`config.mk`:
```
export PLATFORM = sky130hd
export DESIGN_NAME = simple_axi4_master_flat
export DESIGN_NICKNAME = d
export VERILOG_FILES = /design/src/rtl/simple_axi4_master_if.sv /design/src/rtl/simple_axi4_master.sv /design/src/flat_wrapper.sv
export SDC_FILE = /design/constraint.sdc
export NUM_CORES = 1
export LEC_CHECK = 0
export BUFFER_PORTS_ARGS = -buffer_cell sky130_fd_sc_hd__buf_2
export CORE_AREA = 2 2 272 274
export DETAILED_ROUTE_END_ITERATION = 10
export DIE_AREA = 0 0 274 276
export GPL_TIMING_DRIVEN = 0
export SYNTH_ARGS = -nofsm -noshare
export SYNTH_HDL_FRONTEND = slang
export SYNTH_SLANG_ARGS = --single-unit
```
`constraint.sdc`:
```
create_clock -name clk -period 3.3 [get_ports clk]
set_clock_uncertainty 0.15 [all_clocks]
set_input_delay 0.66 -clock clk [delete_from_list [all_inputs] [get_ports clk]]
set_output_delay 0.66 -clock clk [all_outputs]
set_load 0.02 [all_outputs]
```
`src/rtl/simple_axi4_master_if.sv`:
```
// Host command/stream bus plus AXI4 master channels, bundled for the bridge.
// Latency: none, wires only.
// Backpressure: carries valid/ready pairs for every stream and AXI channel.
interface simple_axi4_master_if;
    // host side
    logic [31:0]  tcpBus_addr;
    logic [31:0]  tcpBus_size;
    logic         tcpBus_wdata_valid;
    logic         tcpBus_wdata_ready;
    logic         tcpBus_wdata_payload_last;
    logic [127:0] tcpBus_wdata_payload_fragment;
    logic         tcpBus_rdata_valid;
    logic         tcpBus_rdata_ready;
    logic         tcpBus_rdata_payload_last;
    logic [127:0] tcpBus_rdata_payload_fragment;
    logic         tcpBus_rsp_valid;
    logic [1:0]   tcpBus_rsp_payload;
    // AXI write address
    logic         masterAxi_aw_valid;
    logic         masterAxi_aw_ready;
    logic [31:0]  masterAxi_aw_payload_addr;
    logic [7:0]   masterAxi_aw_payload_len;
    logic [2:0]   masterAxi_aw_payload_size;
    logic [1:0]   masterAxi_aw_payload_burst;
    // AXI write data
    logic         masterAxi_w_valid;
    logic         masterAxi_w_ready;
    logic [127:0] masterAxi_w_payload_data;
    logic [15:0]  masterAxi_w_payload_strb;
    logic         masterAxi_w_payload_last;
    // AXI write response
    logic         masterAxi_b_valid;
    logic         masterAxi_b_ready;
    logic [1:0]   masterAxi_b_payload_resp;
    // AXI read address
    logic         masterAxi_ar_valid;
    logic         masterAxi_ar_ready;
    logic [31:0]  masterAxi_ar_payload_addr;
    logic [7:0]   masterAxi_ar_payload_len;
    logic [2:0]   masterAxi_ar_payload_size;
    logic [1:0]   masterAxi_ar_payload_burst;
    // AXI read data
    logic         masterAxi_r_valid;
    logic         masterAxi_r_ready;
    logic [127:0] masterAxi_r_payload_data;
    logic [1:0]   masterAxi_r_payload_resp;
    logic         masterAxi_r_payload_last;

    // bridge view
    modport master (
        input  tcpBus_addr, tcpBus_size,
        input  tcpBus_wdata_valid, tcpBus_wdata_payload_last, tcpBus_wdata_payload_fragment,
        output tcpBus_wdata_ready,
        output tcpBus_rdata_valid, tcpBus_rdata_payload_last, tcpBus_rdata_payload_fragment,
        input  tcpBus_rdata_ready,
        output tcpBus_rsp_valid, tcpBus_rsp_payload,
        output masterAxi_aw_valid, masterAxi_aw_payload_addr, masterAxi_aw_payload_len,
        output masterAxi_aw_payload_size, masterAxi_aw_payload_burst,
        input  masterAxi_aw_ready,
        output masterAxi_w_valid, masterAxi_w_payload_data, masterAxi_w_payload_strb,
        output masterAxi_w_payload_last,
        input  masterAxi_w_ready,
        input  masterAxi_b_valid, masterAxi_b_payload_resp,
        output masterAxi_b_ready,
        output masterAxi_ar_valid, masterAxi_ar_payload_addr, masterAxi_ar_payload_len,
        output masterAxi_ar_payload_size, masterAxi_ar_payload_burst,
        input  masterAxi_ar_ready,
        input  masterAxi_r_valid, masterAxi_r_payload_data, masterAxi_r_payload_resp,
        input  masterAxi_r_payload_last,
        output masterAxi_r_ready
    );

    // host + AXI slave environment view
    modport slave (
        output tcpBus_addr, tcpBus_size,
        output tcpBus_wdata_valid, tcpBus_wdata_payload_last, tcpBus_wdata_payload_fragment,
        input  tcpBus_wdata_ready,
        input  tcpBus_rdata_valid, tcpBus_rdata_payload_last, tcpBus_rdata_payload_fragment,
        output tcpBus_rdata_ready,
        input  tcpBus_rsp_valid, tcpBus_rsp_payload,
        input  masterAxi_aw_valid, masterAxi_aw_payload_addr, masterAxi_aw_payload_len,
        input  masterAxi_aw_payload_size, masterAxi_aw_payload_burst,
        output masterAxi_aw_ready,
        input  masterAxi_w_valid, masterAxi_w_payload_data, masterAxi_w_payload_strb,
        input  masterAxi_w_payload_last,
        output masterAxi_w_ready,
        output masterAxi_b_valid, masterAxi_b_payload_resp,
        input  masterAxi_b_ready,
        input  masterAxi_ar_valid, masterAxi_ar_payload_addr, masterAxi_ar_payload_len,
        input  masterAxi_ar_payload_size, masterAxi_ar_payload_burst,
        output masterAxi_ar_ready,
        output masterAxi_r_valid, masterAxi_r_payload_data, masterAxi_r_payload_resp,
        output masterAxi_r_payload_last,
        input  masterAxi_r_ready
    );
endinterface

```
`src/rtl/simple_axi4_master.sv`:
```
// Bridges host command/stream bus to one-at-a-time AXI4 INCR bursts (128-bit beats).
// Latency: AW/AR one cycle after command; data beats pass through combinationally; rsp one cycle after B / last R.
// Backpressure: W and R streams pass ready straight through; address channels hold until ready; rsp is not backpressured.
module simple_axi4_master (
    input  logic                        clk,
    input  logic                        reset,
    simple_axi4_master_if.master        io_bus
);

    typedef enum logic [2:0] {
        S_IDLE,
        S_WR_ADDR,
        S_WR_DATA,
        S_WR_RESP,
        S_RD_ADDR,
        S_RD_DATA,
        S_DONE
    } state_t;

    state_t      r_state;
    state_t      w_next;

    logic [31:0] r_addr;
    logic [7:0]  r_len;
    logic [3:0]  r_size_lo;
    logic [7:0]  r_cnt;
    logic [1:0]  r_resp;

    logic [7:0]  w_req_len;
    logic        w_start;
    logic        w_last_beat;
    logic [15:0] w_last_strb;
    logic        w_wr_fire;
    logic        w_rd_fire;

    logic        w_aw_valid;
    logic        w_w_valid;
    logic        w_b_ready;
    logic        w_ar_valid;
    logic        w_r_ready;
    logic        w_wdata_ready;
    logic        w_rdata_valid;

    // The host's own last flag is not trusted; beat counting decides the burst end.
    logic        w_unused_host_last;
    assign w_unused_host_last = io_bus.tcpBus_wdata_payload_last;

    assign w_start = io_bus.tcpBus_wdata_valid || io_bus.tcpBus_rdata_ready;

    // Burst length from byte count: ceil(size/16)-1, zero-size is one beat, oversize saturates at 256 beats.
    always_comb begin
        w_req_len = 8'd0;
        if (io_bus.tcpBus_size == 32'd0) begin
            w_req_len = 8'd0;
        end else if (io_bus.tcpBus_size > 32'd4096) begin
            w_req_len = 8'hFF;
        end else begin
            w_req_len = 8'((io_bus.tcpBus_size[11:0] - 12'd1) >> 4);
        end
    end

    assign w_last_beat = (r_cnt == r_len);
    assign w_last_strb = (r_size_lo == 4'd0) ? 16'hFFFF : ~(16'hFFFF << r_size_lo);
    assign w_wr_fire   = (r_state == S_WR_DATA) && io_bus.tcpBus_wdata_valid && io_bus.masterAxi_w_ready;
    assign w_rd_fire   = (r_state == S_RD_DATA) && io_bus.masterAxi_r_valid && io_bus.tcpBus_rdata_ready;

    // State register
    always_ff @(posedge clk) begin
        if (reset) begin
            r_state <= S_IDLE;
        end else begin
            r_state <= w_next;
        end
    end

    // Next-state and handshake outputs
    always_comb begin
        w_next        = r_state;
        w_aw_valid    = 1'b0;
        w_w_valid     = 1'b0;
        w_b_ready     = 1'b0;
        w_ar_valid    = 1'b0;
        w_r_ready     = 1'b0;
        w_wdata_ready = 1'b0;
        w_rdata_valid = 1'b0;
        case (r_state)
            S_IDLE: begin
                if (io_bus.tcpBus_wdata_valid) begin
                    w_next = S_WR_ADDR;
                end else if (io_bus.tcpBus_rdata_ready) begin
                    w_next = S_RD_ADDR;
                end
            end
            S_WR_ADDR: begin
                w_aw_valid = 1'b1;
                if (io_bus.masterAxi_aw_ready) begin
                    w_next = S_WR_DATA;
                end
            end
            S_WR_DATA: begin
                w_w_valid     = io_bus.tcpBus_wdata_valid;
                w_wdata_ready = io_bus.masterAxi_w_ready;
                if (w_wr_fire && w_last_beat) begin
                    w_next = S_WR_RESP;
                end
            end
            S_WR_RESP: begin
                w_b_ready = 1'b1;
                if (io_bus.masterAxi_b_valid) begin
                    w_next = S_DONE;
                end
            end
            S_RD_ADDR: begin
                w_ar_valid = 1'b1;
                if (io_bus.masterAxi_ar_ready) begin
                    w_next = S_RD_DATA;
                end
            end
            S_RD_DATA: begin
                w_rdata_valid = io_bus.masterAxi_r_valid;
                w_r_ready     = io_bus.tcpBus_rdata_ready;
                if (w_rd_fire && io_bus.masterAxi_r_payload_last) begin
                    w_next = S_DONE;
                end
            end
            S_DONE: begin
                w_next = S_IDLE;
            end
            default: begin
                w_next = S_IDLE;
            end
        endcase
    end

    // Burst context latch, beat counter and response accumulation
    always_ff @(posedge clk) begin
        if (reset) begin
            r_addr    <= 32'd0;
            r_len     <= 8'd0;
            r_size_lo <= 4'd0;
            r_cnt     <= 8'd0;
            r_resp    <= 2'd0;
        end else begin
            case (r_state)
                S_IDLE: begin
                    if (w_start) begin
                        r_addr    <= io_bus.tcpBus_addr;
                        r_len     <= w_req_len;
                        r_size_lo <= io_bus.tcpBus_size[3:0];
                        r_cnt     <= 8'd0;
                        r_resp    <= 2'd0;
                    end
                end
                S_WR_DATA: begin
                    if (w_wr_fire) begin
                        r_cnt <= w_last_beat ? 8'd0 : r_cnt + 8'd1;
                    end
                end
                S_WR_RESP: begin
                    if (io_bus.masterAxi_b_valid) begin
                        r_resp <= io_bus.masterAxi_b_payload_resp;
                    end
                end
                S_RD_DATA: begin
                    if (w_rd_fire && (io_bus.masterAxi_r_payload_resp > r_resp)) begin
                        r_resp <= io_bus.masterAxi_r_payload_resp;
                    end
                end
                default: begin
                end
            endcase
        end
    end

    assign io_bus.masterAxi_aw_valid         = w_aw_valid;
    assign io_bus.masterAxi_aw_payload_addr  = r_addr;
    assign io_bus.masterAxi_aw_payload_len   = r_len;
    assign io_bus.masterAxi_aw_payload_size  = 3'b100;
    assign io_bus.masterAxi_aw_payload_burst = 2'b01;

    assign io_bus.masterAxi_w_valid          = w_w_valid;
    assign io_bus.masterAxi_w_payload_data   = io_bus.tcpBus_wdata_payload_fragment;
    assign io_bus.masterAxi_w_payload_strb   = w_last_beat ? w_last_strb : 16'hFFFF;
    assign io_bus.masterAxi_w_payload_last   = (r_state == S_WR_DATA) && w_last_beat;
    assign io_bus.tcpBus_wdata_ready         = w_wdata_ready;

    assign io_bus.masterAxi_b_ready          = w_b_ready;

    assign io_bus.masterAxi_ar_valid         = w_ar_valid;
    assign io_bus.masterAxi_ar_payload_addr  = r_addr;
    assign io_bus.masterAxi_ar_payload_len   = r_len;
    assign io_bus.masterAxi_ar_payload_size  = 3'b100;
    assign io_bus.masterAxi_ar_payload_burst = 2'b01;

    assign io_bus.masterAxi_r_ready             = w_r_ready;
    assign io_bus.tcpBus_rdata_valid            = w_rdata_valid;
    assign io_bus.tcpBus_rdata_payload_fragment = io_bus.masterAxi_r_payload_data;
    assign io_bus.tcpBus_rdata_payload_last     = (r_state == S_RD_DATA) && io_bus.masterAxi_r_payload_last;

    assign io_bus.tcpBus_rsp_valid   = (r_state == S_DONE);
    assign io_bus.tcpBus_rsp_payload = r_resp;

endmodule

```
`src/flat_wrapper.sv`:
```
// flat-port wrapper written by rule: the top's interface ports become plain ports
module simple_axi4_master_flat 
  (clk, reset, io_bus_tcpBus_addr, io_bus_tcpBus_size, io_bus_tcpBus_wdata_valid, io_bus_tcpBus_wdata_payload_last, io_bus_tcpBus_wdata_payload_fragment, io_bus_tcpBus_wdata_ready, io_bus_tcpBus_rdata_valid, io_bus_tcpBus_rdata_payload_last, io_bus_tcpBus_rdata_payload_fragment, io_bus_tcpBus_rdata_ready, io_bus_tcpBus_rsp_valid, io_bus_tcpBus_rsp_payload, io_bus_masterAxi_aw_valid, io_bus_masterAxi_aw_payload_addr, io_bus_masterAxi_aw_payload_len, io_bus_masterAxi_aw_payload_size, io_bus_masterAxi_aw_payload_burst, io_bus_masterAxi_aw_ready, io_bus_masterAxi_w_valid, io_bus_masterAxi_w_payload_data, io_bus_masterAxi_w_payload_strb, io_bus_masterAxi_w_payload_last, io_bus_masterAxi_w_ready, io_bus_masterAxi_b_valid, io_bus_masterAxi_b_payload_resp, io_bus_masterAxi_b_ready, io_bus_masterAxi_ar_valid, io_bus_masterAxi_ar_payload_addr, io_bus_masterAxi_ar_payload_len, io_bus_masterAxi_ar_payload_size, io_bus_masterAxi_ar_payload_burst, io_bus_masterAxi_ar_ready, io_bus_masterAxi_r_valid, io_bus_masterAxi_r_payload_data, io_bus_masterAxi_r_payload_resp, io_bus_masterAxi_r_payload_last, io_bus_masterAxi_r_ready);
  simple_axi4_master_if io_bus_i ();
  input  logic clk;
  input  logic reset;
  input wire logic [$bits(io_bus_i.tcpBus_addr)-1:0] io_bus_tcpBus_addr;
  input wire logic [$bits(io_bus_i.tcpBus_size)-1:0] io_bus_tcpBus_size;
  input wire logic [$bits(io_bus_i.tcpBus_wdata_valid)-1:0] io_bus_tcpBus_wdata_valid;
  input wire logic [$bits(io_bus_i.tcpBus_wdata_payload_last)-1:0] io_bus_tcpBus_wdata_payload_last;
  input wire logic [$bits(io_bus_i.tcpBus_wdata_payload_fragment)-1:0] io_bus_tcpBus_wdata_payload_fragment;
  output wire logic [$bits(io_bus_i.tcpBus_wdata_ready)-1:0] io_bus_tcpBus_wdata_ready;
  output wire logic [$bits(io_bus_i.tcpBus_rdata_valid)-1:0] io_bus_tcpBus_rdata_valid;
  output wire logic [$bits(io_bus_i.tcpBus_rdata_payload_last)-1:0] io_bus_tcpBus_rdata_payload_last;
  output wire logic [$bits(io_bus_i.tcpBus_rdata_payload_fragment)-1:0] io_bus_tcpBus_rdata_payload_fragment;
  input wire logic [$bits(io_bus_i.tcpBus_rdata_ready)-1:0] io_bus_tcpBus_rdata_ready;
  output wire logic [$bits(io_bus_i.tcpBus_rsp_valid)-1:0] io_bus_tcpBus_rsp_valid;
  output wire logic [$bits(io_bus_i.tcpBus_rsp_payload)-1:0] io_bus_tcpBus_rsp_payload;
  output wire logic [$bits(io_bus_i.masterAxi_aw_valid)-1:0] io_bus_masterAxi_aw_valid;
  output wire logic [$bits(io_bus_i.masterAxi_aw_payload_addr)-1:0] io_bus_masterAxi_aw_payload_addr;
  output wire logic [$bits(io_bus_i.masterAxi_aw_payload_len)-1:0] io_bus_masterAxi_aw_payload_len;
  output wire logic [$bits(io_bus_i.masterAxi_aw_payload_size)-1:0] io_bus_masterAxi_aw_payload_size;
  output wire logic [$bits(io_bus_i.masterAxi_aw_payload_burst)-1:0] io_bus_masterAxi_aw_payload_burst;
  input wire logic [$bits(io_bus_i.masterAxi_aw_ready)-1:0] io_bus_masterAxi_aw_ready;
  output wire logic [$bits(io_bus_i.masterAxi_w_valid)-1:0] io_bus_masterAxi_w_valid;
  output wire logic [$bits(io_bus_i.masterAxi_w_payload_data)-1:0] io_bus_masterAxi_w_payload_data;
  output wire logic [$bits(io_bus_i.masterAxi_w_payload_strb)-1:0] io_bus_masterAxi_w_payload_strb;
  output wire logic [$bits(io_bus_i.masterAxi_w_payload_last)-1:0] io_bus_masterAxi_w_payload_last;
  input wire logic [$bits(io_bus_i.masterAxi_w_ready)-1:0] io_bus_masterAxi_w_ready;
  input wire logic [$bits(io_bus_i.masterAxi_b_valid)-1:0] io_bus_masterAxi_b_valid;
  input wire logic [$bits(io_bus_i.masterAxi_b_payload_resp)-1:0] io_bus_masterAxi_b_payload_resp;
  output wire logic [$bits(io_bus_i.masterAxi_b_ready)-1:0] io_bus_masterAxi_b_ready;
  output wire logic [$bits(io_bus_i.masterAxi_ar_valid)-1:0] io_bus_masterAxi_ar_valid;
  output wire logic [$bits(io_bus_i.masterAxi_ar_payload_addr)-1:0] io_bus_masterAxi_ar_payload_addr;
  output wire logic [$bits(io_bus_i.masterAxi_ar_payload_len)-1:0] io_bus_masterAxi_ar_payload_len;
  output wire logic [$bits(io_bus_i.masterAxi_ar_payload_size)-1:0] io_bus_masterAxi_ar_payload_size;
  output wire logic [$bits(io_bus_i.masterAxi_ar_payload_burst)-1:0] io_bus_masterAxi_ar_payload_burst;
  input wire logic [$bits(io_bus_i.masterAxi_ar_ready)-1:0] io_bus_masterAxi_ar_ready;
  input wire logic [$bits(io_bus_i.masterAxi_r_valid)-1:0] io_bus_masterAxi_r_valid;
  input wire logic [$bits(io_bus_i.masterAxi_r_payload_data)-1:0] io_bus_masterAxi_r_payload_data;
  input wire logic [$bits(io_bus_i.masterAxi_r_payload_resp)-1:0] io_bus_masterAxi_r_payload_resp;
  input wire logic [$bits(io_bus_i.masterAxi_r_payload_last)-1:0] io_bus_masterAxi_r_payload_last;
  output wire logic [$bits(io_bus_i.masterAxi_r_ready)-1:0] io_bus_masterAxi_r_ready;
  assign io_bus_i.tcpBus_addr = io_bus_tcpBus_addr;
  assign io_bus_i.tcpBus_size = io_bus_tcpBus_size;
  assign io_bus_i.tcpBus_wdata_valid = io_bus_tcpBus_wdata_valid;
  assign io_bus_i.tcpBus_wdata_payload_last = io_bus_tcpBus_wdata_payload_last;
  assign io_bus_i.tcpBus_wdata_payload_fragment = io_bus_tcpBus_wdata_payload_fragment;
  assign io_bus_tcpBus_wdata_ready = io_bus_i.tcpBus_wdata_ready;
  assign io_bus_tcpBus_rdata_valid = io_bus_i.tcpBus_rdata_valid;
  assign io_bus_tcpBus_rdata_payload_last = io_bus_i.tcpBus_rdata_payload_last;
  assign io_bus_tcpBus_rdata_payload_fragment = io_bus_i.tcpBus_rdata_payload_fragment;
  assign io_bus_i.tcpBus_rdata_ready = io_bus_tcpBus_rdata_ready;
  assign io_bus_tcpBus_rsp_valid = io_bus_i.tcpBus_rsp_valid;
  assign io_bus_tcpBus_rsp_payload = io_bus_i.tcpBus_rsp_payload;
  assign io_bus_masterAxi_aw_valid = io_bus_i.masterAxi_aw_valid;
  assign io_bus_masterAxi_aw_payload_addr = io_bus_i.masterAxi_aw_payload_addr;
  assign io_bus_masterAxi_aw_payload_len = io_bus_i.masterAxi_aw_payload_len;
  assign io_bus_masterAxi_aw_payload_size = io_bus_i.masterAxi_aw_payload_size;
  assign io_bus_masterAxi_aw_payload_burst = io_bus_i.masterAxi_aw_payload_burst;
  assign io_bus_i.masterAxi_aw_ready = io_bus_masterAxi_aw_ready;
  assign io_bus_masterAxi_w_valid = io_bus_i.masterAxi_w_valid;
  assign io_bus_masterAxi_w_payload_data = io_bus_i.masterAxi_w_payload_data;
  assign io_bus_masterAxi_w_payload_strb = io_bus_i.masterAxi_w_payload_strb;
  assign io_bus_masterAxi_w_payload_last = io_bus_i.masterAxi_w_payload_last;
  assign io_bus_i.masterAxi_w_ready = io_bus_masterAxi_w_ready;
  assign io_bus_i.masterAxi_b_valid = io_bus_masterAxi_b_valid;
  assign io_bus_i.masterAxi_b_payload_resp = io_bus_masterAxi_b_payload_resp;
  assign io_bus_masterAxi_b_ready = io_bus_i.masterAxi_b_ready;
  assign io_bus_masterAxi_ar_valid = io_bus_i.masterAxi_ar_valid;
  assign io_bus_masterAxi_ar_payload_addr = io_bus_i.masterAxi_ar_payload_addr;
  assign io_bus_masterAxi_ar_payload_len = io_bus_i.masterAxi_ar_payload_len;
  assign io_bus_masterAxi_ar_payload_size = io_bus_i.masterAxi_ar_payload_size;
  assign io_bus_masterAxi_ar_payload_burst = io_bus_i.masterAxi_ar_payload_burst;
  assign io_bus_i.masterAxi_ar_ready = io_bus_masterAxi_ar_ready;
  assign io_bus_i.masterAxi_r_valid = io_bus_masterAxi_r_valid;
  assign io_bus_i.masterAxi_r_payload_data = io_bus_masterAxi_r_payload_data;
  assign io_bus_i.masterAxi_r_payload_resp = io_bus_masterAxi_r_payload_resp;
  assign io_bus_i.masterAxi_r_payload_last = io_bus_masterAxi_r_payload_last;
  assign io_bus_masterAxi_r_ready = io_bus_i.masterAxi_r_ready;
  simple_axi4_master u_core (.clk(clk), .reset(reset), .io_bus(io_bus_i));
endmodule
```
; ---- Word-level counts from Yosys, hierarchy flattened
; Index checks and enable logic that the tools add are counted.
[op_classes]
mux = 27
eq_ne = 16
bitwise_logic = 1
shift = 1
order_cmp = 2
add_sub_neg = 2
reduce_logical = 19
[ops]
columns = operator, n
row1 = 8-bit two-way mux, 5
row2 = "32-bit by 13-bit greater-than comparator with 1-bit output, second input constant", 1
row3 = 32-bit logical NOT, 1
row4 = 16-bit two-way mux, 2
row5 = 3-bit two-way mux, 7
row6 = 3-bit case mux with 6 select lines, 1
row7 = 16-bit NOT, 1
row8 = 8-bit case mux with 2 select lines, 1
row9 = "16-bit by 4-bit left shift with 16-bit output, first input constant", 1
row10 = "2-bit inequality test, second input constant", 6
row11 = "12-bit by 1-bit subtractor with 12-bit output, second input constant", 1
row12 = "3-bit == test, second input constant", 3
row13 = 1-bit logical AND, 9
row14 = "8-bit by 1-bit adder with 8-bit output, second input constant", 1
row15 = 8-bit == test, 1
row16 = 1-bit two-way mux, 7
row17 = "3-bit by 2-bit == test with 1-bit output, second input constant", 2
row18 = 2-bit two-way mux, 3
row19 = 2-bit case mux with 3 select lines, 1
row20 = 6-bit AND reduction, 1
row21 = 4-bit logical NOT, 1
row22 = "2-bit by 1-bit inequality test with 1-bit output, second input constant", 2
row23 = 4-bit AND reduction, 1
row24 = "3-bit by 1-bit == test with 1-bit output, second input constant", 1
row25 = 8 further kinds, 8
[totals]
ff_bits = 57
out_inout_bits = 374
inputBits = 335
elab_cells = 74

; ---- Depth between registers and ports, before layout
; Gate-level depths: netlist of the first run.
[logic_depth]
depth_word = 6
ltp_mapped = 7
depth_no_buf = 7

; ---- Worst setup path after synthesis of the first run
; OpenSTA, ideal clock, no wires.
[synth_timing]
path_kind = register to output
startpoint = register u_core.r_len[0], in the netlist u_core.io_bus.masterAxi_ar_payload_len[0]
endpoint = output port io_bus_masterAxi_w_payload_strb[10]
t_arrival_ns = 1.714
n_path_buf = 1
setup_slack_ns = 0.776
stages_incl_launch_ff = 7
required_time_ns = 2.490
cell_sequence = dfxtp_1 > xnor2_1 > nand4_1 > or2_1 > clkbuf_1 > nor2_1 > o21ai_0
[synth_via]
elab_chain_cells = 2
[synth_lines]
columns = item, line
row1 = "start, declared", simple_axi4_master.sv:24  ; logic [7:0] r_len;
row2 = "start signal, assigned", simple_axi4_master.sv:148  ; r_len <= w_req_len;
row3 = 8-bit == test, simple_axi4_master.sv:62  ; assign w_last_beat = (r_cnt == r_len);
row4 = 16-bit two-way mux, simple_axi4_master.sv:183  ; assign io_bus.masterAxi_w_payload_strb = w_last_beat ? w_last_strb : 16'hFFFF;
row5 = "end, declared", flat_wrapper.sv:27  ; output wire logic [$bits(io_bus_i.masterAxi_w_payload_strb)-1:0] io_bus_masterAxi_w_payload_strb;
; Every way passes these cells.

; ---- Worst setup path in the final report of the first run
[layout_timing]
startpoint = register u_core.r_len[6], in the netlist u_core.io_bus.masterAxi_ar_payload_len[6]
endpoint = output port io_bus_masterAxi_w_payload_strb[2]
; The elaborated chain is that of the path after synthesis.

==> out/metrics.cfg, run 1 <==
[placed_design]
numPortBuffers=439
dpl.cell_count=2089
place_area_um2=8680
hpwl_um=29000
gp_congestion=0.959

[setup_path]
startpoint=u_core.io_bus.masterAxi_ar_payload_len[6]
rr_startpoint=u_core.r_state[1]
cp_max_fo=7
arrival_ps=2220
critPathRequiredTime_ps=2490
startpoint_type=flip-flop
critical_path_class=reg2out
end_kind=output pin

[sta]
relSlewSlack=0.346
tightest_slew_ps=981
setup-violations-final=0
post-route-period-util=0.918
period_minus_slack_ps=3030
whs_ps=317
hold_violations=0
rsz0062_at_grt=no
slew_viol_final=0
timing.fmax_mhz=330

[synth]
ys_async_sr_fraction=0
syn-instance-count=681
synth_seq_area_share=0.218
synthFlopType=dfxtp_1
ys_types=58
syn-cell-area_um2=5250
yosysWarningCount=0
ys_ff_latch=57
synth_edf_count=0
syn_area_per_cell_um2=7.70

[final_layout]
finalNetCount=1478
n_fill_cell=8421
area_growth_pct=71.4
fin_area_um2=8990
fin_cells=2110
drive_above_1_share=0.698
final_core_util=0.124

[power]
ir_drop_mv=0.292
leakage_nw=4.53
power_density_nw_per_um2=574
p_total_mw=5.16

[routing]
viasPerCell=2.76
vias=5832
ant_nets=0
first_pass_iters=4
drc_errors=0
drt-initial-drc-count=141
wire_per_inst_um=15.5
wl_um=32600

[clocking]
cts_setup_buffers=0
cts_buffer_depth=2
cts_buffers=9
root_buffer=clkbuf_16
clkSinkCount=57
h-tree-depth=3
cts_tree=yes
path_clk_slew_ps=50
clock_latency_ps=370

[status]
status=finished, final reports clean

[grt]
antenna_found_initial=21
grt_start_max_net_pins=11
gr-total-overflow=0
grt_pass1_wl_um=41500
first_global_vias=5487
grtUsageTotal=0.0816

[floorplanning]
dieArea_um2=75600
die_h_um=276
core_um2=72600
core.rowCount=99
die_x_um=274
io_pins=709
initial_core_util=0.0723

[worst_hold_path]
hold_path.class=reg2reg
min_from=u_core.io_bus.masterAxi_ar_payload_addr[27]

[run]
drv_cap=0

state kept, by name, indices dropped and copies added, names as in the netlist:
name / count
u_core.io_bus.masterAxi_ar_payload_addr: 32
u_core.io_bus.masterAxi_ar_payload_len: 8
u_core.r_cnt: 8
u_core.r_size_lo: 4
u_core.r_state: 3
u_core.io_bus.tcpBus_rsp_payload: 2
power by group:
group          leakage [nW]  internal [mW]  switching (mW)
Sequential            0.470          0.890           0.227
Combinational          3.92           1.16            1.88
Clock                 0.140          0.584           0.413
metrics by stage:
stage / TNS, ps / worst slack, ps
floorplan: 0 / 776
global placement: -1450 / -246
detailed placement: 0 / 224
CTS: 0 / 6.62
global route: 0 / 113
finish: 0 / 269
path summary, 6_finish.rpt:
check	end	cells after the start	slack [ps]
setup / recovery	io_bus_masterAxi_w_payload_strb[2]	5	270
hold / removal	u_core.io_bus.masterAxi_ar_payload_addr[27]	2	320
setup reg to reg	u_core.io_bus.masterAxi_ar_payload_addr[29]	7	1000
hold reg to reg	u_core.io_bus.masterAxi_ar_payload_addr[27]	2	320
layout make-up:
type | instances | area (um2) | share of cell area
Clock buffer | 11 | 233 | 0.0259
Sequential cell | 57 | 1150 | 0.128
Tap cell | 959 | 1200 | 0.133
Buffer | 332 | 2420 | 0.269
Clock inverter | 5 | 56.3 | 0.00626
Multi-Input combinational cell | 293 | 1700 | 0.189
Timing Repair Buffer | 440 | 2200 | 0.245
Inverter | 7 | 26.3 | 0.00292
Antenna cell | 6 | 15.0 | 0.00167
cell usage after synthesis, drive strengths merged (6+ instances only):
master,number,area [um2]
nor2,23,86.3
inv,7,26.3
clkbuf,16,60.1
a21oi,43,219
o21ai,7,35.0
xor2,6,52.6
buf,317,2360
nor4,9,68.8
and3,6,38.8
dfxtp,57,1140
a221oi,6,90.1
nand3,14,70.1
xnor2,12,105
nand2,93,349
nor3b,6,50.1
nor3,7,50.1
repair_timing:
action                                  in CTS  in global routing
endpoints found under the setup margin      10                  2
gates resized for setup                      6                  1
endpoints found under the hold margin        0                  0
hold buffers                                 0                  0
layer usage:
metal  up-vias  share of wire  GRT usage
li1       2825              -          -
met1      2555           0.36     0.0827
met2       391           0.48      0.140
met3        49           0.14     0.0484
met4        12          0.025     0.0254
met5         -         0.0025          0
critical path, cell delays in order (launching register included):
cell	delay, ps
dfxtp_2	440
xnor2_1	140
nand4_1	160
or2_1	410
or4_1	530
buf_2	170
kinds of logic after synthesis:
group,synth area share
compound gates,0.102
xor+xnor,0.0300
fa+ha+maj,0.00716
buf+inv,0.466
flops,0.218
mux,0.00787
other cells,0.00143
simple gates,0.168
layout by cell type (no fill, tap or decap), types with 7 or more instances in the layout:
cell | Yosys | layout
clkbuf_1 | 16 | 17
conb_1 | 2 | 11
inv_1 | 7 | 7
nor2_1 | 23 | 22
a21oi_1 | 42 | 42
clkbuf_16 | 0 | 9
dfxtp_1 | 57 | 51
buf_2 | 8 | 448
nand2_1 | 93 | 93
xnor2_1 | 12 | 12
o21ai_0 | 7 | 7
nand3_1 | 14 | 14
buf_4 | 307 | 307
nor4_1 | 7 | 7
Power figures use the tool's default switching activity.
==> inputs of run 2 (changes only) <==
Settings changed: ABC_AREA from default to 1, CORE_AREA 2 2 272 274 to 2 2 277 279, DIE_AREA 0 0 274 276 to 0 0 279 281.
==> run 2 against run 1 <==
  * Power down 4.5%
  * Setup slack better by 6.5 ps
  * First-iteration DRC count up 41%
  * Die area up 3.7%
  * Critical endpoint is now io_bus_masterAxi_w_payload_strb[3]
  * Largest power group unchanged
==> out/metrics.cfg, run 2 <==
[status]
status=finished, final reports clean

[setup_path]
startpoint_type=flip-flop
crit_family=simple AND/OR/NAND/NOR gates
cp_max_fo=5  ; -2
worst-path-buf-inv=2  ; +1
ff2ff_path_depth=8  ; +1
end_kind=output pin
crit_slowest_cell=dfxtp_2
arrival_ps=2210  ; about the same
reg2reg_slack_ps=610  ; -390 ps
critPathRequiredTime_ps=2490  ; about the same
worstPathCellList=xnor2_1 -> nand2_1 -> nor2_1 -> nand2_1 -> nor3_1 -> inv_1 -> buf_2
rr_endpoint=u_core.r_size_lo[2]
rr_startpoint=u_core.r_state[0]
critical_path_class=reg2out
cp_slowest_stage_delay_ps=560  ; +30 ps
worst_path_most_repeated_cell=nand2_1

[sta]
relSlewSlack=0.153  ; -0.193
post-route-period-util=0.917  ; -0.00196
rsz0062_at_grt=no
setup-violations-final=0  ; unchanged
slew_viol_final=0  ; unchanged
setup_tns_ps=0  ; unchanged
timing.fmax_mhz=331  ; +0.21%
setup_ws_ps=275  ; +6.47 ps
period_minus_slack_ps=3020  ; -6.47 ps
tightest_slew_ps=1270  ; +290 ps
hold_violations=0  ; unchanged

[worst_hold_path]
hold-path-cell-count=2  ; unchanged
hold_end=u_core.io_bus.masterAxi_ar_payload_addr[29]
hold_path.class=reg2reg
min_from=u_core.io_bus.masterAxi_ar_payload_addr[29]

[grt]
gr-total-overflow=0  ; unchanged
grt_pass1_wl_um=41300  ; -0.56%
grtUsageTotal=0.0778  ; -0.00385
antenna_found_initial=6  ; -71%
grt_start_max_net_pins=11  ; unchanged
first_global_vias=5694  ; +3.8%

[synth]
syn-cell-area_um2=5430  ; +3.5%
syn_area_per_cell_um2=6.86  ; -11%
ys_types=33  ; -43%
synthTopCellsByArea=buf_4 43%, dfxtp_1 21%, nand2_1 9.1%
synthFlopType=dfxtp_1
ys_async_sr_fraction=0  ; unchanged
synth_seq_area_share=0.210  ; -0.00737
yosysMostFrequentCell=buf_4
netlist.area_leader.share=0.427  ; -0.0121
yosysTopAreaCell=buf_4
ys_ff_latch=57  ; unchanged
syn-instance-count=791  ; +16%
yosysWarningCount=0  ; unchanged
netlist_top_cells_count=309 x buf_4, 132 x nand2_1, 67 x nor2_1
synth_edf_count=0  ; unchanged

[final_layout]
final_common_cell=buf_2
layout_common_cells=443 x buf_2, 309 x buf_4, 132 x nand2_1, 67 x nor2_1, 56 x dfxtp_1
area_growth_pct=69.0
n_fill_cell=8781  ; +4.3%
fin_cells=2235  ; +5.9%
finalNetCount=1588  ; +7.4%
largest_reg_flops=32  ; unchanged
drive_above_1_share=0.628  ; -0.0699
final_core_util=0.122  ; -0.00222

[power]
p_total_mw=4.93  ; -4.5%
power_density_nw_per_um2=537  ; -6.5%
ir_drop_mv=0.236  ; -19%
leakage_nw=4.85  ; +7.1%

[routing]
ant_nets=0  ; unchanged
drt-initial-drc-count=199  ; +41%
vias=6248  ; +7.1%
wire_per_inst_um=14.5  ; -6.4%
wl_um=32300  ; -0.86%
first_pass_iters=4  ; unchanged
drc_errors=0  ; unchanged
viasPerCell=2.80  ; +1.1%

[clocking]
clkSinkCount=57  ; unchanged
root_buffer=clkbuf_16
clock_latency_ps=360  ; about the same
cts_buffer_depth=2  ; unchanged
cts_tree=yes
h-tree-depth=3  ; unchanged
cts_buffers=9  ; unchanged
ctsHoldBuffers=0  ; unchanged
path_clk_slew_ps=60  ; about the same

[run]
drv_cap=0  ; unchanged

[floorplanning]
die_h_um=281  ; +1.8%
core.rowCount=101  ; +2.0%
io_pins=709  ; unchanged
initial_core_util=0.0720  ; -0.000299
die_x_um=279  ; +1.8%
core_um2=75400  ; +3.9%
dieArea_um2=78400  ; +3.7%

[placed_design]
dp_slack_ps=-2.46  ; -226 ps
numPortBuffers=439  ; unchanged
gp_congestion=0.966  ; +0.73%
hpwl_um=28500  ; -1.6%
dpl.cell_count=2217  ; +6.1%

==> run 2: worst max-delay path by stage <==
| stage | from | end | slack (ps) | cells after the start |
|---|---|---|---|---|
| floorplan | u_core.io_bus.masterAxi_ar_payload_len[2] | io_bus_masterAxi_w_payload_strb[10] | 990 | 11 |
| CTS | u_core.io_bus.masterAxi_ar_payload_len[3] | io_bus_masterAxi_w_payload_strb[10] | 140 | 10 |
| detailed placement | reset | u_core.r_size_lo[2] | -2 | 4 |
| finish | u_core.io_bus.masterAxi_ar_payload_len[7] | io_bus_masterAxi_w_payload_strb[3] | 280 | 7 |
| global route | u_core.io_bus.masterAxi_ar_payload_len[7] | io_bus_masterAxi_w_payload_strb[1] | 40 | 7 |
| global placement | reset | u_core.r_size_lo[2] | -30 | 4 |
==> run 2: stage by stage <==
step                area, um2  hold slack, ps
finish                   9180             330
global route             9170             351
CTS                      9170             334
detailed placement       8880             323
global placement         8880             315
floorplan                5460             328
==> run 2: logic make-up (layout without fill, tap and decap cells) <==
logic type | count (synthesis) | after routing | share of synthesized area
buffers and inverters | 372 | 827 | 0.476
adders and majority gates | 3 | 3 | 0.00691
muxes | 1 | 1 | 0.00184
other | 2 | 13 | 0.00138
AOI/OAI and AO/OA | 73 | 73 | 0.0721
xor gates and xnor gates | 16 | 16 | 0.0258
DFF | 57 | 57 | 0.210
and+or+nand+nor | 267 | 267 | 0.206
==> run 2: area by class of cell <==
type | instances | area [um2] | share of cell area
inverters | 48 | 180 | 0.0196
multi-input cells | 371 | 1740 | 0.190
repair buffers | 439 | 2200 | 0.239
clock buffers | 11 | 253 | 0.0275
clock inverters | 5 | 30.0 | 0.00327
flip-flops and latches | 57 | 1140 | 0.124
well taps | 978 | 1220 | 0.133
plain buffers | 324 | 2400 | 0.262
diodes | 2 | 5.00 | 0.000545
==> run 2: timing repair <==
action                                  CTS  global route
resized for setup                         1             1
setup buffers                             0             0
endpoints found under the setup margin   14             1
==> run 2: routing by layer <==
| metal | vias up | track usage | wire, um |
|---|---|---|---|
| li1 | 3080 | - | - |
| met1 | 2684 | 0.0951 | 13600 |
| met2 | 435 | 0.126 | 14900 |
| met3 | 47 | 0.0234 | 2690 |
| met4 | 2 | 0.0331 | 1150 |
| met5 | - | 0 | 20 |
==> run 2: worst min-delay path: cells and delay by family, from the launching register on <==
| family | cells | cell delay (ps) |
|---|---|---|
| compound gates | 1 | 50 |
| simple gates | 1 | 60 |
| flops | 1 | 320 |
==> run 2: report_power, final <==
part	switching (mW)	internal, mW
Sequential	0.202	0.858
Combinational	1.86	1.07
Clock	0.387	0.544
Total	2.45	2.48
==> inputs of run 3 (changes only) <==
Settings changed: CTS_BUF_LIST from default to sky130_fd_sc_hd__clkbuf_4 sky130_fd_sc_hd__clkbuf_8.
==> run 3 against run 2 <==
  * Power fell by 5.4%
  * First-iteration DRC count fell by 22%
  * Critical path depth did not move
  * Die area did not move
  * Cell count rose by 0.13%
  * Non-clock buffer count did not move
  * Global-route usage barely moved
  * Clock power fell by 29%
  * Clock-buffer cell count did not move
  * Via count fell by 0.38%
  * Sequential power barely moved
  * Final area fell by 0.97%
  * Critical endpoint unchanged
  * Largest cell class unchanged
  * Highest routed layer is now met4
==> out/metrics.cfg, run 3 (synthesized netlist as in run 2, its figures left out) <==
[grt]
grtUsageTotal=0.0780  ; +0.000213
antenna_found_initial=6  ; unchanged
grt_start_max_net_pins=11  ; unchanged
grt_pass1_wl_um=41300  ; +0.18%
gr-total-overflow=0  ; unchanged
first_global_vias=5664  ; -0.53%

[setup_path]
end_kind=output pin
cp_max_fo=5  ; unchanged
startpoint_type=flip-flop
arrival_ps=2120  ; -90 ps
crit_slowest_cell=dfxtp_2
worstPathCellList=xnor2_1 -> nand2_1 -> nor2_1 -> nand2_1 -> nor3_2 -> inv_1 -> buf_2
worst_path_most_repeated_cell=nand2_1
cp_slowest_stage_delay_ps=550  ; about the same
critPathRequiredTime_ps=2490  ; about the same
critical_path_class=reg2out

[floorplanning]
initial_core_util=0.0720  ; unchanged
die_h_um=281  ; unchanged
die_x_um=279  ; unchanged
core_um2=75400  ; unchanged
io_pins=709  ; unchanged
core.rowCount=101  ; unchanged
dieArea_um2=78400  ; unchanged

[power]
switchingPower_mw=2.42  ; -1.2%
intPower_mw=2.24  ; -9.6%
swShare=0.519  ; +0.0220
leakage_nw=4.81  ; -0.93%
seqPwrFrac=0.227  ; +0.012
pwr-share-comb=0.631  ; +0.035
ir_drop_mv=0.236  ; +0.23%
power_density_nw_per_um2=513  ; -4.5%
p_total_mw=4.66  ; -5.4%
clock_power_share=0.142  ; -0.047

[status]
status=finished, final reports clean

[final_layout]
area_growth_pct=67.4
drive_above_1_share=0.629  ; +0.000797
layout_common_cells=443 x buf_2, 309 x buf_4, 132 x nand2_1, 67 x nor2_1, 56 x dfxtp_1
final_common_cell=buf_2
n_fill_cell=8798  ; +0.19%
largest_reg_flops=32  ; unchanged
fin_area_um2=9090  ; -0.97%
finalNetCount=1588  ; unchanged

[routing]
viasPerCell=2.78  ; -0.52%
drt-initial-drc-count=156  ; -22%
vias=6224  ; -0.38%
drc_errors=0  ; unchanged
first_pass_iters=4  ; unchanged
ant_nets=0  ; unchanged
wl_um=32500  ; +0.54%
wire_per_inst_um=14.5  ; +0.41%

[placed_design]
numPortBuffers=439  ; unchanged
gp_congestion=0.966  ; unchanged
hpwl_um=28500  ; unchanged
place_area_um2=8880  ; unchanged

[clocking]
cts_setup_buffers=0  ; unchanged
ctsResizeCount=1  ; unchanged
root_buffer=clkbuf_8
cts_buffer_depth=2  ; unchanged
ctsHoldBuffers=0  ; unchanged
path_clk_slew_ps=80  ; +20 ps
clock_latency_ps=390  ; +30 ps
cts_tree=yes
cts_buffers=9  ; unchanged
clkSinkCount=57  ; unchanged
h-tree-depth=3  ; unchanged

[worst_hold_path]
hold_path.class=reg2reg

[sta]
timing.fmax_mhz=342  ; +3.3%
rsz0062_at_grt=no
hold_violations=0  ; unchanged
slew_viol_final=0  ; unchanged
tightest_slew_ps=1170  ; -96.0 ps
period_minus_slack_ps=2930  ; -96.6 ps
relSlewSlack=0.217  ; +0.0640
post-route-period-util=0.887  ; -0.0293
setup-violations-final=0  ; unchanged

[run]
drv_cap=0  ; unchanged

-- run 3: through the flow --
step,worst slack (ps),instances,TNS [ps],utilization,hold WS (ps)
6_report,372,2238,0,0.120,332
5_1_grt,86.8,2234,0,0.120,320
4_1_cts,69.7,2233,0,0.120,299
3_5_place_dp,-2.46,2217,-2.46,0.118,323
3_3_place_gp,-26.4,2217,-37.6,0.118,315
2_1_floorplan,986,800,0,-,328
-- run 3: power groups by stage --
| stage | logic, mW | clock network (mW) | registers [mW] |
|---|---|---|---|
| after detailed placement | 3.00 | 0 | 1.08 |
| after global routing | 3.24 | 0.760 | 1.09 |
| after floorplan | 1.78 | 0 | 1.16 |
| final | 2.94 | 0.663 | 1.06 |
| after CTS | 3.01 | 0.731 | 1.06 |
| after global placement | 3.00 | 0 | 1.07 |
-- run 3: metal layers --
layer | global-route usage | wire (um) | vias up
met5 | 0 | 0 | -
met4 | 0.0283 | 915 | 0
met3 | 0.0224 | 2550 | 36
met2 | 0.128 | 15200 | 415
met1 | 0.0964 | 13900 | 2691
li1 | - | - | 3082
-- run 3: area by class of cell --
cell class,instances,area [um2],share of cell area
inverters,48,180,0.0198
well taps,978,1220,0.135
diodes,5,12.5,0.00138
plain buffers,324,2400,0.264
clock buffers,11,151,0.0167
clock inverters,5,30.0,0.00330
multi-input cells,371,1750,0.192
repair buffers,439,2200,0.242
flip-flops and latches,57,1140,0.126
-- run 3: worst paths after layout --
path                                              startpoint  depth (start not counted)  slack [ps]                                          to
setup / recovery   u_core.io_bus.masterAxi_ar_payload_len[7]                          7         370          io_bus_masterAxi_w_payload_strb[3]
hold / removal    u_core.io_bus.masterAxi_ar_payload_addr[5]                          2         330  u_core.io_bus.masterAxi_ar_payload_addr[5]
setup reg to reg                           u_core.r_state[0]                          8         630                         u_core.r_size_lo[2]
hold reg to reg   u_core.io_bus.masterAxi_ar_payload_addr[5]                          2         330  u_core.io_bus.masterAxi_ar_payload_addr[5]
-- run 3: worst max-delay path: cells and delay by family, from the launching register on --
family                 cells  cell delay [ps]
AND/OR/NAND/NOR            4              760
flip-flops                 1              550
buffers and inverters      2              250
XOR/XNOR                   1              160
